--- src/rtl/multicycle_control.sv ---
// ---------------------------------------------------------------------------
// multicycle_control
//
// Control FSM for a multicycle RISC-V core. It walks each instruction through
// fetch, decode, execute, memory and writeback over a single shared memory
// with a ready handshake. It produces every datapath enable and mux select,
// and it drives the ALU operation. ECALL parks the machine in HALT until reset.
//
// Ports
//   clk         in   rising-edge clock
//   reset       in   synchronous, active-high reset
//   opcode      in   IR[6:0]
//   funct3      in   IR[14:12]
//   funct7_5    in   IR[30]; selects SUB for R-type funct3=000
//   alu_bcond   in   branch condition from the ALU (same cycle)
//   mem_ready   in   memory completed the current read/write this cycle
//   mem_read    out  memory read request
//   mem_write   out  memory write request
//   i_or_d      out  memory address select: 0 = PC, 1 = ALUOut
//   ir_write    out  latch IR and MDR
//   pc_write    out  update PC
//   pc_source   out  PC source: 0 = ALU result, 1 = ALUOut
//   reg_write   out  register file write
//   mem_to_reg  out  write data: 0 = ALUOut, 1 = MDR, 2 = ALU result
//   alu_src_a   out  ALU operand A: 0 = PC, 1 = rs1 (A register)
//   alu_src_b   out  ALU operand B: 0 = rs2 (B register), 1 = 4, 2 = immediate
//   alu_op      out  ALU operation code
//   halted      out  high only while parked in HALT
// ---------------------------------------------------------------------------
module multicycle_control #(
    parameter int ALU_OP_WIDTH = 4
) (
    input  logic                    clk,
    input  logic                    reset,
    input  logic [6:0]              opcode,
    input  logic [2:0]              funct3,
    input  logic                    funct7_5,
    input  logic                    alu_bcond,
    input  logic                    mem_ready,
    output logic                    mem_read,
    output logic                    mem_write,
    output logic                    i_or_d,
    output logic                    ir_write,
    output logic                    pc_write,
    output logic                    pc_source,
    output logic                    reg_write,
    output logic [1:0]              mem_to_reg,
    output logic                    alu_src_a,
    output logic [1:0]              alu_src_b,
    output logic [ALU_OP_WIDTH-1:0] alu_op,
    output logic                    halted
);

    // ALU operation codes shared with the datapath ALU.
    localparam logic [ALU_OP_WIDTH-1:0] ALU_ADD = ALU_OP_WIDTH'(0);
    localparam logic [ALU_OP_WIDTH-1:0] ALU_SUB = ALU_OP_WIDTH'(1);
    localparam logic [ALU_OP_WIDTH-1:0] ALU_SLL = ALU_OP_WIDTH'(2);
    localparam logic [ALU_OP_WIDTH-1:0] ALU_XOR = ALU_OP_WIDTH'(3);
    localparam logic [ALU_OP_WIDTH-1:0] ALU_SRL = ALU_OP_WIDTH'(4);
    localparam logic [ALU_OP_WIDTH-1:0] ALU_OR  = ALU_OP_WIDTH'(5);
    localparam logic [ALU_OP_WIDTH-1:0] ALU_AND = ALU_OP_WIDTH'(6);
    localparam logic [ALU_OP_WIDTH-1:0] ALU_BEQ = ALU_OP_WIDTH'(7);
    localparam logic [ALU_OP_WIDTH-1:0] ALU_BNE = ALU_OP_WIDTH'(8);
    localparam logic [ALU_OP_WIDTH-1:0] ALU_BLT = ALU_OP_WIDTH'(9);
    localparam logic [ALU_OP_WIDTH-1:0] ALU_BGE = ALU_OP_WIDTH'(10);

    // Major opcodes that the FSM distinguishes.
    localparam logic [6:0] OP_R      = 7'b0110011;
    localparam logic [6:0] OP_IARITH = 7'b0010011;
    localparam logic [6:0] OP_LOAD   = 7'b0000011;
    localparam logic [6:0] OP_STORE  = 7'b0100011;
    localparam logic [6:0] OP_BRANCH = 7'b1100011;
    localparam logic [6:0] OP_JALR   = 7'b1100111;
    localparam logic [6:0] OP_JAL    = 7'b1101111;
    localparam logic [6:0] OP_ECALL  = 7'b1110011;

    // Mux select encodings.
    localparam logic       SRC_A_PC   = 1'b0;
    localparam logic       SRC_A_RS1  = 1'b1;
    localparam logic [1:0] SRC_B_RS2  = 2'd0;
    localparam logic [1:0] SRC_B_FOUR = 2'd1;
    localparam logic [1:0] SRC_B_IMM  = 2'd2;
    localparam logic [1:0] WD_ALUOUT  = 2'd0;
    localparam logic [1:0] WD_MDR     = 2'd1;
    localparam logic [1:0] WD_ALU     = 2'd2;

    typedef enum logic [2:0] {
        S_IF   = 3'd0,
        S_ID   = 3'd1,
        S_EX   = 3'd2,
        S_MEM  = 3'd3,
        S_WB   = 3'd4,
        S_JWB  = 3'd5,
        S_PC4  = 3'd6,
        S_HALT = 3'd7
    } state_t;

    state_t                    r_state;
    state_t                    w_nextState;
    logic [ALU_OP_WIDTH-1:0]   w_arithOp;
    logic [ALU_OP_WIDTH-1:0]   w_branchOp;

    // Arithmetic and branch-compare operations decoded from funct3. SUB is
    // layered on top of w_arithOp only for R-type, since I-type funct7 bits
    // belong to the immediate.
    always_comb begin
        w_arithOp  = ALU_ADD;
        w_branchOp = ALU_BEQ;
        case (funct3)
            3'b001:  w_arithOp = ALU_SLL;
            3'b100:  w_arithOp = ALU_XOR;
            3'b101:  w_arithOp = ALU_SRL;
            3'b110:  w_arithOp = ALU_OR;
            3'b111:  w_arithOp = ALU_AND;
            default: w_arithOp = ALU_ADD;
        endcase
        case (funct3)
            3'b001:  w_branchOp = ALU_BNE;
            3'b100:  w_branchOp = ALU_BLT;
            3'b101:  w_branchOp = ALU_BGE;
            default: w_branchOp = ALU_BEQ;
        endcase
    end

    // State register. Reset always restarts fetch, including from HALT or
    // from the middle of a memory wait.
    always_ff @(posedge clk) begin
        if (reset) begin
            r_state <= S_IF;
        end else begin
            r_state <= w_nextState;
        end
    end

    // Outputs and next state. Outputs are combinational because they react
    // in the same cycle to mem_ready (IR latch, leaving a memory wait) and
    // to alu_bcond (taken branch). Reset overrides everything at the end so
    // that requests drop in the very cycle reset is seen.
    always_comb begin
        w_nextState = r_state;
        mem_read    = 1'b0;
        mem_write   = 1'b0;
        i_or_d      = 1'b0;
        ir_write    = 1'b0;
        pc_write    = 1'b0;
        pc_source   = 1'b0;
        reg_write   = 1'b0;
        mem_to_reg  = WD_ALUOUT;
        alu_src_a   = SRC_A_PC;
        alu_src_b   = SRC_B_RS2;
        alu_op      = ALU_ADD;
        halted      = 1'b0;

        case (r_state)
            S_IF: begin
                mem_read = 1'b1;
                if (mem_ready) begin
                    ir_write    = 1'b1;
                    w_nextState = S_ID;
                end
            end

            // PC+imm is computed here so ALUOut already holds the branch or
            // JAL target when a later state needs it.
            S_ID: begin
                alu_src_a = SRC_A_PC;
                alu_src_b = SRC_B_IMM;
                case (opcode)
                    OP_ECALL:  w_nextState = S_HALT;
                    OP_JAL:    w_nextState = S_JWB;
                    OP_R, OP_IARITH, OP_LOAD, OP_STORE, OP_BRANCH, OP_JALR:
                               w_nextState = S_EX;
                    default:   w_nextState = S_PC4;
                endcase
            end

            S_EX: begin
                alu_src_a = SRC_A_RS1;
                case (opcode)
                    OP_R: begin
                        alu_src_b   = SRC_B_RS2;
                        alu_op      = (funct3 == 3'b000 && funct7_5) ? ALU_SUB : w_arithOp;
                        w_nextState = S_WB;
                    end
                    OP_IARITH: begin
                        alu_src_b   = SRC_B_IMM;
                        alu_op      = w_arithOp;
                        w_nextState = S_WB;
                    end
                    OP_LOAD, OP_STORE: begin
                        alu_src_b   = SRC_B_IMM;
                        w_nextState = S_MEM;
                    end
                    // Taken branches load the target latched in ID straight
                    // from ALUOut and skip the PC+4 step.
                    OP_BRANCH: begin
                        alu_src_b = SRC_B_RS2;
                        alu_op    = w_branchOp;
                        if (alu_bcond) begin
                            pc_write    = 1'b1;
                            pc_source   = 1'b1;
                            w_nextState = S_IF;
                        end else begin
                            w_nextState = S_PC4;
                        end
                    end
                    OP_JALR: begin
                        alu_src_b   = SRC_B_IMM;
                        w_nextState = S_JWB;
                    end
                    default: begin
                        w_nextState = S_PC4;
                    end
                endcase
            end

            // The request stays asserted for as long as memory needs.
            S_MEM: begin
                i_or_d = 1'b1;
                if (opcode == OP_LOAD) begin
                    mem_read = 1'b1;
                    if (mem_ready) begin
                        w_nextState = S_WB;
                    end
                end else if (opcode == OP_STORE) begin
                    mem_write = 1'b1;
                    if (mem_ready) begin
                        w_nextState = S_PC4;
                    end
                end else begin
                    w_nextState = S_PC4;
                end
            end

            S_WB: begin
                reg_write   = 1'b1;
                mem_to_reg  = (opcode == OP_LOAD) ? WD_MDR : WD_ALUOUT;
                w_nextState = S_PC4;
            end

            // Link and jump in one cycle: the ALU forms PC+4 for rd while
            // the PC takes the target already sitting in ALUOut.
            S_JWB: begin
                alu_src_a   = SRC_A_PC;
                alu_src_b   = SRC_B_FOUR;
                reg_write   = 1'b1;
                mem_to_reg  = WD_ALU;
                pc_write    = 1'b1;
                pc_source   = 1'b1;
                w_nextState = S_IF;
            end

            S_PC4: begin
                alu_src_a   = SRC_A_PC;
                alu_src_b   = SRC_B_FOUR;
                pc_write    = 1'b1;
                pc_source   = 1'b0;
                w_nextState = S_IF;
            end

            S_HALT: begin
                halted      = 1'b1;
                w_nextState = S_HALT;
            end
        endcase

        if (reset) begin
            mem_read   = 1'b0;
            mem_write  = 1'b0;
            i_or_d     = 1'b0;
            ir_write   = 1'b0;
            pc_write   = 1'b0;
            pc_source  = 1'b0;
            reg_write  = 1'b0;
            mem_to_reg = WD_ALUOUT;
            alu_src_a  = SRC_A_PC;
            alu_src_b  = SRC_B_RS2;
            alu_op     = ALU_ADD;
            halted     = 1'b0;
        end
    end

endmodule

--- config.mk ---
export PLATFORM = sky130hd
export DESIGN_NAME = multicycle_control
export DESIGN_NICKNAME = d
export VERILOG_FILES = /design/src/rtl/multicycle_control.sv
export SDC_FILE = /design/constraint.sdc
export NUM_CORES = 1
export LEC_CHECK = 0
export ABC_AREA = 1
export CORE_AREA = 3 3 44 46
export CTS_BUF_LIST = sky130_fd_sc_hd__clkbuf_4
export DETAILED_ROUTE_END_ITERATION = 12
export DIE_AREA = 0 0 47 49
export GPL_TIMING_DRIVEN = 0
export HOLD_SLACK_MARGIN = 0.06
export PLACE_DENSITY = 0.8
export SLEW_MARGIN = 15
export SYNTH_ARGS = -nofsm -noshare
export SYNTH_HDL_FRONTEND = slang
export SYNTH_SLANG_ARGS = --single-unit
--- constraint.sdc ---
create_clock -name clk -period 1.5 [get_ports clk]
set_input_delay 0.225 -clock clk [delete_from_list [all_inputs] [get_ports clk]]
set_output_delay 0.225 -clock clk [all_outputs]
set_load 0.02 [all_outputs]
=== Yosys cells after proc, flatten, opt, wreduce, memory -nomap -nowiden ===
Index checks and enable logic that the tools add are counted.

* Output and inout bits: 17
* Logic and storage cells: 79
* Input port bits: 15
* Register bits after elaboration: 3

* Equality and inequality tests: 23
* Reductions and logical operators: 10
* Mux-type cells: 45

{| class="wikitable"
|+ Operator list
! kind !! number
|-
| equality test 7 bit, second input constant || 4
|-
| equality test 3 bit, second input constant || 8
|-
| case mux 4 bit (3 select lines) || 2
|-
| two-way mux 1 bit || 22
|-
| case mux 3 bit (7 select lines) || 1
|-
| two-way mux 3 bit || 6
|-
| case mux 3 bit (5 select lines) || 1
|-
| equality test 7 x 6 -> 1 bit, second input constant || 2
|-
| two-way mux 4 bit || 3
|-
| case mux 3 bit (4 select lines) || 1
|-
| case mux 3 bit (3 select lines) || 1
|-
| OR reduction 2 bit || 4
|-
| equality test 7 x 2 -> 1 bit, second input constant || 1
|-
| equality test 7 x 5 -> 1 bit, second input constant || 1
|-
| equality test 3 x 1 -> 1 bit, second input constant || 2
|-
| equality test 3 x 2 -> 1 bit, second input constant || 2
|-
| logical NOT 3 bit || 2
|-
| two-way mux 2 bit || 3
|-
| != test 3 bit, second input constant || 2
|-
| case mux 1 bit (2 select lines) || 3
|-
| case mux 2 bit (3 select lines) || 1
|-
| OR reduction 6 bit || 1
|-
| case mux 2 bit (2 select lines) || 1
|-
| OR reduction 4 bit || 1
|-
| other kinds (3) || 3
|}

=== Depth between registers and ports, before layout ===
Gate-level depths: netlist (run 1).

* Depth in word-level cells: 6
* Gate-level depth with buffers: 11
* Gate-level depth less buffers: 11

=== Worst setup path before layout (run 1) ===
No wires, ideal clock.

* Path type: register to output
* Start: register r_state[2]
* End: output pc_source
* Stages on the path, launching flop included: 7
* Required time: 1.275 ns
* Buffers on the path: 1
* Slack: -0.066 ns
* Arrival: 1.341 ns
* Path through: dfxtp_1 buf_2 nor3_4 nand2_1 inv_2 nand2_1 o22ai_1

* Cells in the longest elaborated chain, start to end: 3
* Elaborated cells between the ends (all ways): 4
* Those cells by class: eq/ne (2); mux (2)

{| class="wikitable"
|+ Ends and longest elaborated chain
! what !! RTL line !! source
|-
| start: declaration || 98 || <nowiki>state_t r_state;</nowiki>
|-
| start signal: assignment || 131 || <nowiki>r_state <= w_nextState;</nowiki>
|-
| equality test 3 bit / equality test 3 x 2 -> 1 bit (equally long branches) || 154 || <nowiki>case (r_state)</nowiki>
|-
| case mux 1 bit (2 select lines) * || 154 ||
|-
| two-way mux 1 bit * || 267 || <nowiki>if (reset) begin</nowiki>
|-
| end: declaration || 45 || <nowiki>output logic pc_source,</nowiki>
|}

Every way passes the cells marked *; elsewhere a longest branch is shown, timed or not.

=== Worst setup path after layout (run 1) ===
* Start: register r_state[2]
* End: output alu_op[2]

* Cells in the longest elaborated chain, start to end: 3

{| class="wikitable"
|+ Ends and longest elaborated chain
! what !! RTL line !! source
|-
| equality test 3 x 2 -> 1 bit || 154 ||
|-
| two-way mux 4 bit || 154 ||
|-
| two-way mux 4 bit || 267 ||
|-
| end: declaration || 50 || <nowiki>output logic [ALU_OP_WIDTH-1:0] alu_op,</nowiki>
|}

Every way passes these cells.

==> summary.md, run 1 <==
| Metric | Value |
|---|---|
| Worst Tran Pin Value | `281 ps` |
| Antenna Nets Post-Route | `0` |
| Xor and xnor area share after synthesis | `0` |
| Layout cells sized above 1 | `0.618` |
| Initial Utilization | `0.431` |
| Pre-CTS setup slack | `-965 ps` |
| Period utilisation layout | `1.12` |
| Sequential fraction of the synthesis area | `0.0904` |
| GPL Wtd Cong | `0.835` |
| Gr ovfl total | `0` |
| Reg with most FFs | `r_state` |
| P_int | `0.711 mW` |
| Ys async rst share | `0` |
| Syn nets | `133` |
| Worst EP arrival | `1460 ps` |
| Largest registers | `r_state: 3 flops` |
| Final setup margin | `-187 ps` |
| Failing checks | `setup timing` |
| Core ar. | `1540 um^2` |
| I/O pin count | `32` |
| Total global-route track usage | `0.210` |
| Yosys cell types | `28` |
| Synth cell count leaders | `inv_1 (22), nand2_1 (18), nor2_1 (16)` |
| Clock Pin Slew Worst Setup and Hold Paths | `40 ps` |
| Die Ht | `49 um` |
| Largest area contributor in the netlist | `inv_1` |
| Max stage delay cell, worst path | `dfxtp_2` |
| Combinational share of power | `0.743` |
| Placed cell count | `164` |
| Switch Pwr | `0.793 mW` |
| Die Span X | `47 um` |
| Slew HR | `0.813` |
| Met2 wire length | `1.68 mm` |
| Post-synth top flop | `dfxtp_1` |
| Residual DRC | `0` |
| Final Setup Violations | `13` |
| FF+latch count, synth | `3` |
| Initial antenna violation count | `0` |
| CP Capture Type | `primary output` |
| Power Dens Cells | `1140 nW/um^2` |
| Met1 WL | `1.18 mm` |
| Area share of fa/ha/maj cells after synthesis | `0` |
| Max FO, Critical Path | `5` |
| Worst-Skew Late Latency | `230 ps` |
| Cell Area, Synth | `664 um^2` |
| Final Net Count | `189` |
| Critical path required time | `1270 ps` |
| Routed len/inst | `17.7 um` |
| Met3 Routed Length | `258 um` |
| P&R area growth vs syn | `98.9%` |
| First-pass GRT wire length | `3.80 mm` |
| EDFF count, synth | `0` |
| Worst hold path class | `input port to register` |
| Routed WL | `3.35 mm` |
| CP Launch Type | `register` |
| Port Buffers | `30` |
| CTS tree | `built` |
| Synth Area per Inst | `5.63 um^2` |
| Via density per instance | `5.83` |
| Compound-cell area share of the yosys netlist | `0.171` |
| Post-synth top area share | `0.124` |
| CTS Buf Count | `3` |
| Leakage dissipation | `0.669 nW` |
| Max Root-Sink Buffers | `2` |
| Max Slew Vio Count | `0` |
| Critical path, cell by cell | `buf_6 -> nor3_4 -> nand2_1 -> inv_2 -> nand2_4 -> o21ai_2 -> buf_4` |
| ANT cells | `0` |
| Total number of vias | `1101` |
| Critical Path Max Stage Delay | `320 ps` |
| Ys Warns | `0` |
| Largest net degree at the start of global routing | `11` |
| Rows | `14` |
| Drt first pass iters | `4` |
| Simple-gate share of the synthesized area | `0.589` |
| Outcome | `finished with violations` |
| Clk pwr share | `0.108` |
| Count leader, synth | `inv_1` |
| Fmax | `593 MHz` |
| Fin Hold WS | `328 ps` |
| Final hold violations | `0` |
| RSZ-0062 raised after global routing | `yes` |
| Min cycle time layout | `1690 ps` |
| Max layer used | `met4` |
| Setup TNS | `-1450 ps` |
| Post-CTS Hold Buffers | `0` |
| Largest family of logic cells by synthesized area | `simple AND/OR/NAND/NOR gates` |
| Critical path class | `register to primary output` |
| Syn Inst Count | `118` |
| Max H-tree Level | `1` |
| 1st-iter DRT viols | `48` |
| Max Cap Violations | `0` |
| Mux cell area share after synthesis | `0` |
| Die area | `2300 um^2` |
| Fillers | `91` |
| Seq pwr share | `0.149` |
| Largest register FFs | `3` |
| Final Instance Count excl. Fillers | `189` |
| Worst-case clock skew | `0.0642 ps` |
| Peak supply drop | `0.720 mV` |
| Top cells by area, synth | `inv_1 (12%), nand2_1 (10%), dfxtp_1 (9.0%), nor2_1 (9.0%), nand3_1 (6.8%)` |
| Sw frac | `0.527` |
| Post-DP HPWL | `1.59 mm` |
| Vias in the first global route | `928` |
| Clock Sinks | `3` |
| Root Buffer | `clkbuf_4` |
metal layers:
metal	vias up	global-route usage
met2	73	0.391
met5	-	0
li1	496	-
met4	0	0.0369
met1	504	0.246
met3	28	0.0221
kinds of logic after synthesis:
family | count (synthesis)
buf+inv | 26
compound gates | 19
simple gates | 70
flops | 3
layout make-up:
type / count / area, um^2 / area share
Clock buffer: 4 / 30.0 / 0.0227
Buffer: 2 / 16.3 / 0.0123
Multi-Input combinational cell: 89 / 676 / 0.511
Tap cell: 16 / 20.0 / 0.0152
Timing Repair Buffer: 51 / 410 / 0.311
Inverter: 24 / 100 / 0.0758
Sequential cell: 3 / 68.8 / 0.0521
critical path, delay by kind of cell, from the launching register on:
kind,cells,cell delay (ps)
and+or+nand+nor,3,390
buffers and inverters,3,410
AOI/OAI and AO/OA,1,120
DFF,1,320
path summary, 6_finish.rpt:
| path | startpoint | endpoint | slack (ps) | cells after the start |
|---|---|---|---|---|
| worst max-delay path | r_state[2]$_SDFFE_PP0P_ | alu_op[2] | -190 | 7 |
| worst min-delay path | reset | r_state[1]$_SDFFE_PP0P_ | 330 | 2 |
| worst max register to register | r_state[2]$_SDFFE_PP0P_ | r_state[1]$_SDFFE_PP0P_ | 160 | 9 |
| worst min register to register | r_state[0]$_SDFFE_PP0P_ | r_state[1]$_SDFFE_PP0P_ | 600 | 2 |
stage by stage:
step	cell area [um^2]	utilization	power (mW)
floorplan	681	-	0.648
global placement	1000	0.649	0.847
detailed placement	1000	0.649	0.864
CTS	1160	0.750	1.12
global route	1320	0.857	1.59
finish	1320	0.857	1.50
power by group through the flow:
stage	logic, mW	registers (mW)	clock network (mW)
CTS	0.758	0.192	0.168
detailed placement	0.694	0.169	0
global route	1.19	0.222	0.179
finish	1.12	0.224	0.163
global placement	0.677	0.170	0
floorplan	0.492	0.156	0
placed cells by master (no fill, tap or decap), types with 2 or more instances in the layout:
master / synthesis / layout
o22ai_4: 0 / 2
nor3_2: 1 / 4
a21oi_1: 4 / 3
nand4_1: 3 / 3
buf_4: 0 / 24
clkbuf_4: 0 / 5
buf_6: 0 / 10
a21oi_2: 2 / 3
clkbuf_2: 0 / 6
o21ai_0: 4 / 2
nand3_1: 9 / 8
clkdlybuf4s15_1: 0 / 2
dlygate4sd2_1: 0 / 3
inv_2: 1 / 6
buf_2: 1 / 4
nor2_4: 2 / 8
clkdlybuf4s50_1: 0 / 3
inv_4: 0 / 4
inv_1: 22 / 14
nand2_1: 18 / 13
dfxtp_4: 0 / 2
nor2_1: 16 / 9
nand2_2: 7 / 8
nand3_2: 3 / 3
nand2_4: 0 / 4
nor2_2: 3 / 4
o21ai_2: 0 / 3
a31oi_1: 3 / 3
timing repair:
action | 4_1_cts | 5_1_grt
cloned | 0 | 1
pin swaps | 12 | 18
endpoints found under the setup margin | 19 | 17
gates resized for setup | 121 | 52
setup buffers | 7 | 13
Note: power is estimated with default switching activity, not from simulation.
==> run 2, diff against run 1 <==
Settings changed: CTS_BUF_LIST sky130_fd_sc_hd__clkbuf_4 to sky130_fd_sc_hd__clkbuf_8.
==> run 2 against run 1 <==
Effect of this change: the run still ends with setup timing left; sequential power is 14% lower; die area did not move; sequential share of layout area up 0.32 points; worst hold slack worse by 12 ps; cell count down 3.7%; global-route usage down 0.77 points; non-clock buffer count fell by 7; sequential cell count did not move; final area decreased by 7.6%; critical path depth decreased by 3; critical path type unchanged; critical endpoint is now mem_to_reg[0].
==> summary.md, run 2 (same netlist as run 1, synthesis figures left out) <==
| Metric | Value |
|---|---|
| Reg2Reg Setup Slack | `190 ps` |
| Max Root-Sink Buffers | `2` |
| Hold Path Depth | `2` |
| Reg2reg path depth | `8` |
| DP Area | `1000 um^2` |
| Root Buffer | `clkbuf_8` |
| Reg2reg start | `r_state[0]$_SDFFE_PP0P_` |
| Final hold violations | `0` |
| Power Dens Cells | `1120 nW/um^2` |
| Routed WL | `2.46 mm` |
| Commonest non-fill, non-tap cells in the layout | `buf_4 (18), inv_1 (17), nand2_1 (15), nor2_1 (10)` |
| Largest registers | `r_state: 3 flops` |
| Fin Hold WS | `316 ps` |
| Antenna Nets Post-Route | `0` |
| I/O pin count | `32` |
| Failing checks | `setup timing` |
| Vias in the first global route | `872` |
| Fillers | `124` |
| Fmax | `597 MHz` |
| Total number of vias | `981` |
| Hold EP | `r_state[1]$_SDFFE_PP0P_` |
| Die Ht | `49 um` |
| Max H-tree Level | `1` |
| Slew HR | `0.824` |
| Worst Tran Pin Value | `264 ps` |
| Die Span X | `47 um` |
| CTS tree | `built` |
| Initial Utilization | `0.431` |
| Max FO, Critical Path | `6` |
| Via density per instance | `5.39` |
| Max Cap Violations | `0` |
| RSZ-0062 raised after global routing | `yes` |
| Post-Layout Inst Area | `1220 um^2` |
| Final setup margin | `-176 ps` |
| Max Slew Vio Count | `0` |
| Largest register FFs | `3` |
| Core Util, Final | `0.792` |
| Outcome | `finished with violations` |
| Worst EP arrival | `1450 ps` |
| Final Setup Violations | `13` |
| Leakage dissipation | `0.631 nW` |
| Critical path required time | `1270 ps` |
| First-pass GRT wire length | `3.59 mm` |
| Initial antenna violation count | `0` |
| Commonest non-fill, non-tap cell in the layout | `buf_4` |
| Critical path class | `register to primary output` |
| Peak supply drop | `0.644 mV` |
| Worst-Skew Late Latency | `210 ps` |
| Pre-CTS setup slack | `-965 ps` |
| CTS Buf Count | `3` |
| Drt first pass iters | `4` |
| Rows | `14` |
| Core ar. | `1540 um^2` |
| CP Capture Type | `primary output` |
| Port Buffers | `30` |
| Reg with most FFs | `r_state` |
| P&R area growth vs syn | `83.8%` |
| ANT cells | `0` |
| Worst Hold Launch | `reset` |
| Reg2reg end | `r_state[1]$_SDFFE_PP0P_` |
| Worst hold path class | `input port to register` |
| Clock Sinks | `3` |
| Residual DRC | `0` |
| Worst-case clock skew | `1.35 ps` |
| Min cycle time layout | `1680 ps` |
| Total global-route track usage | `0.203` |
| Period utilisation layout | `1.12` |
| Die area | `2300 um^2` |
| Post-CTS Hold Buffers | `0` |
| Clock Pin Slew Worst Setup and Hold Paths | `30 ps` |
| Post-DP HPWL | `1.59 mm` |
| Largest net degree at the start of global routing | `11` |
| GPL Wtd Cong | `0.835` |
| Layout cells sized above 1 | `0.548` |
| Routed len/inst | `13.5 um` |
| 1st-iter DRT viols | `27` |
| Final Net Count | `182` |
| CP Launch Type | `register` |
| Gr ovfl total | `0` |
[run 2: cell types whose count changed in the layout (fill, tap and decap cells not counted), sizes merged]
cell / before / now
dlygate4sd2: 3 / 6
clkinv: 0 / 1
buf: 38 / 31
clkbuf: 11 / 8
clkdlybuf4s15: 2 / 1
[run 2: through the flow]
stage	power, mW	instances	setup TNS (ps)
floorplan	0.648	118	-200
global placement	0.847	164	-10590
detailed placement	0.864	164	-10770
finish	1.37	182	-1390
global route	1.47	182	-2500
CTS	1.20	174	-1070
[run 2: how the worst max path moves through the flow]
| stage | from | to | slack (ps) | cells past startpoint |
|---|---|---|---|---|
| 6_report | r_state[0]$_SDFFE_PP0P_ | mem_to_reg[0] | -180 | 4 |
| 5_1_grt | r_state[0]$_SDFFE_PP0P_ | mem_to_reg[0] | -270 | 4 |
| 4_1_cts | r_state[1]$_SDFFE_PP0P_ | alu_op[2] | -150 | 8 |
| 3_5_place_dp | opcode[5] | alu_op[0] | -970 | 8 |
| 3_3_place_gp | opcode[5] | alu_op[0] | -960 | 8 |
| 2_1_floorplan | r_state[2]$_SDFFE_PP0P_ | pc_source | -70 | 6 |
[run 2: routing by layer]
layer | track usage | wire length [um] | part of all wire | vias up
li1 | - | - | - | 487
met1 | 0.250 | 934 | 0.38 | 460
met2 | 0.342 | 1340 | 0.55 | 28
met3 | 0.0185 | 136 | 0.055 | 6
met4 | 0.0829 | 40 | 0.016 | 0
met5 | 0 | 0 | 0 | -
[run 2: layout make-up]
| cell class | instances | area [um^2] | share of cell area |
|---|---|---|---|
| Tap cell | 16 | 20.0 | 0.0164 |
| Inverter | 24 | 96.3 | 0.0789 |
| Clock inverter | 1 | 3.75 | 0.00307 |
| Buffer | 2 | 16.3 | 0.0133 |
| Timing Repair Buffer | 44 | 353 | 0.289 |
| Multi-Input combinational cell | 89 | 623 | 0.510 |
| Clock buffer | 3 | 41.3 | 0.0338 |
| Sequential cell | 3 | 67.6 | 0.0553 |
[run 2: power by group]
part | leakage (nW) | switching, mW | internal (mW) | total, mW
clock network | 0.0269 | 0.0481 | 0.174 | 0.222
logic | 0.578 | 0.569 | 0.386 | 0.955
registers | 0.0259 | 0.0633 | 0.129 | 0.192
[run 2: repair_timing]
| item | 4_1_cts | 5_1_grt |
|---|---|---|
| resized for setup | 119 | 29 |
| pin swaps | 11 | 8 |
| setup buffers | 6 | 8 |
| hold endpoints to repair | 0 | 0 |
| endpoints found under the setup margin | 19 | 17 |
[run 2: critical path, stage by stage, from the launching register on]
cell      delay [ps]
dfxtp_4          370
nor2_2           230
clkinv_2         150
nor4_2           300
buf_4            190
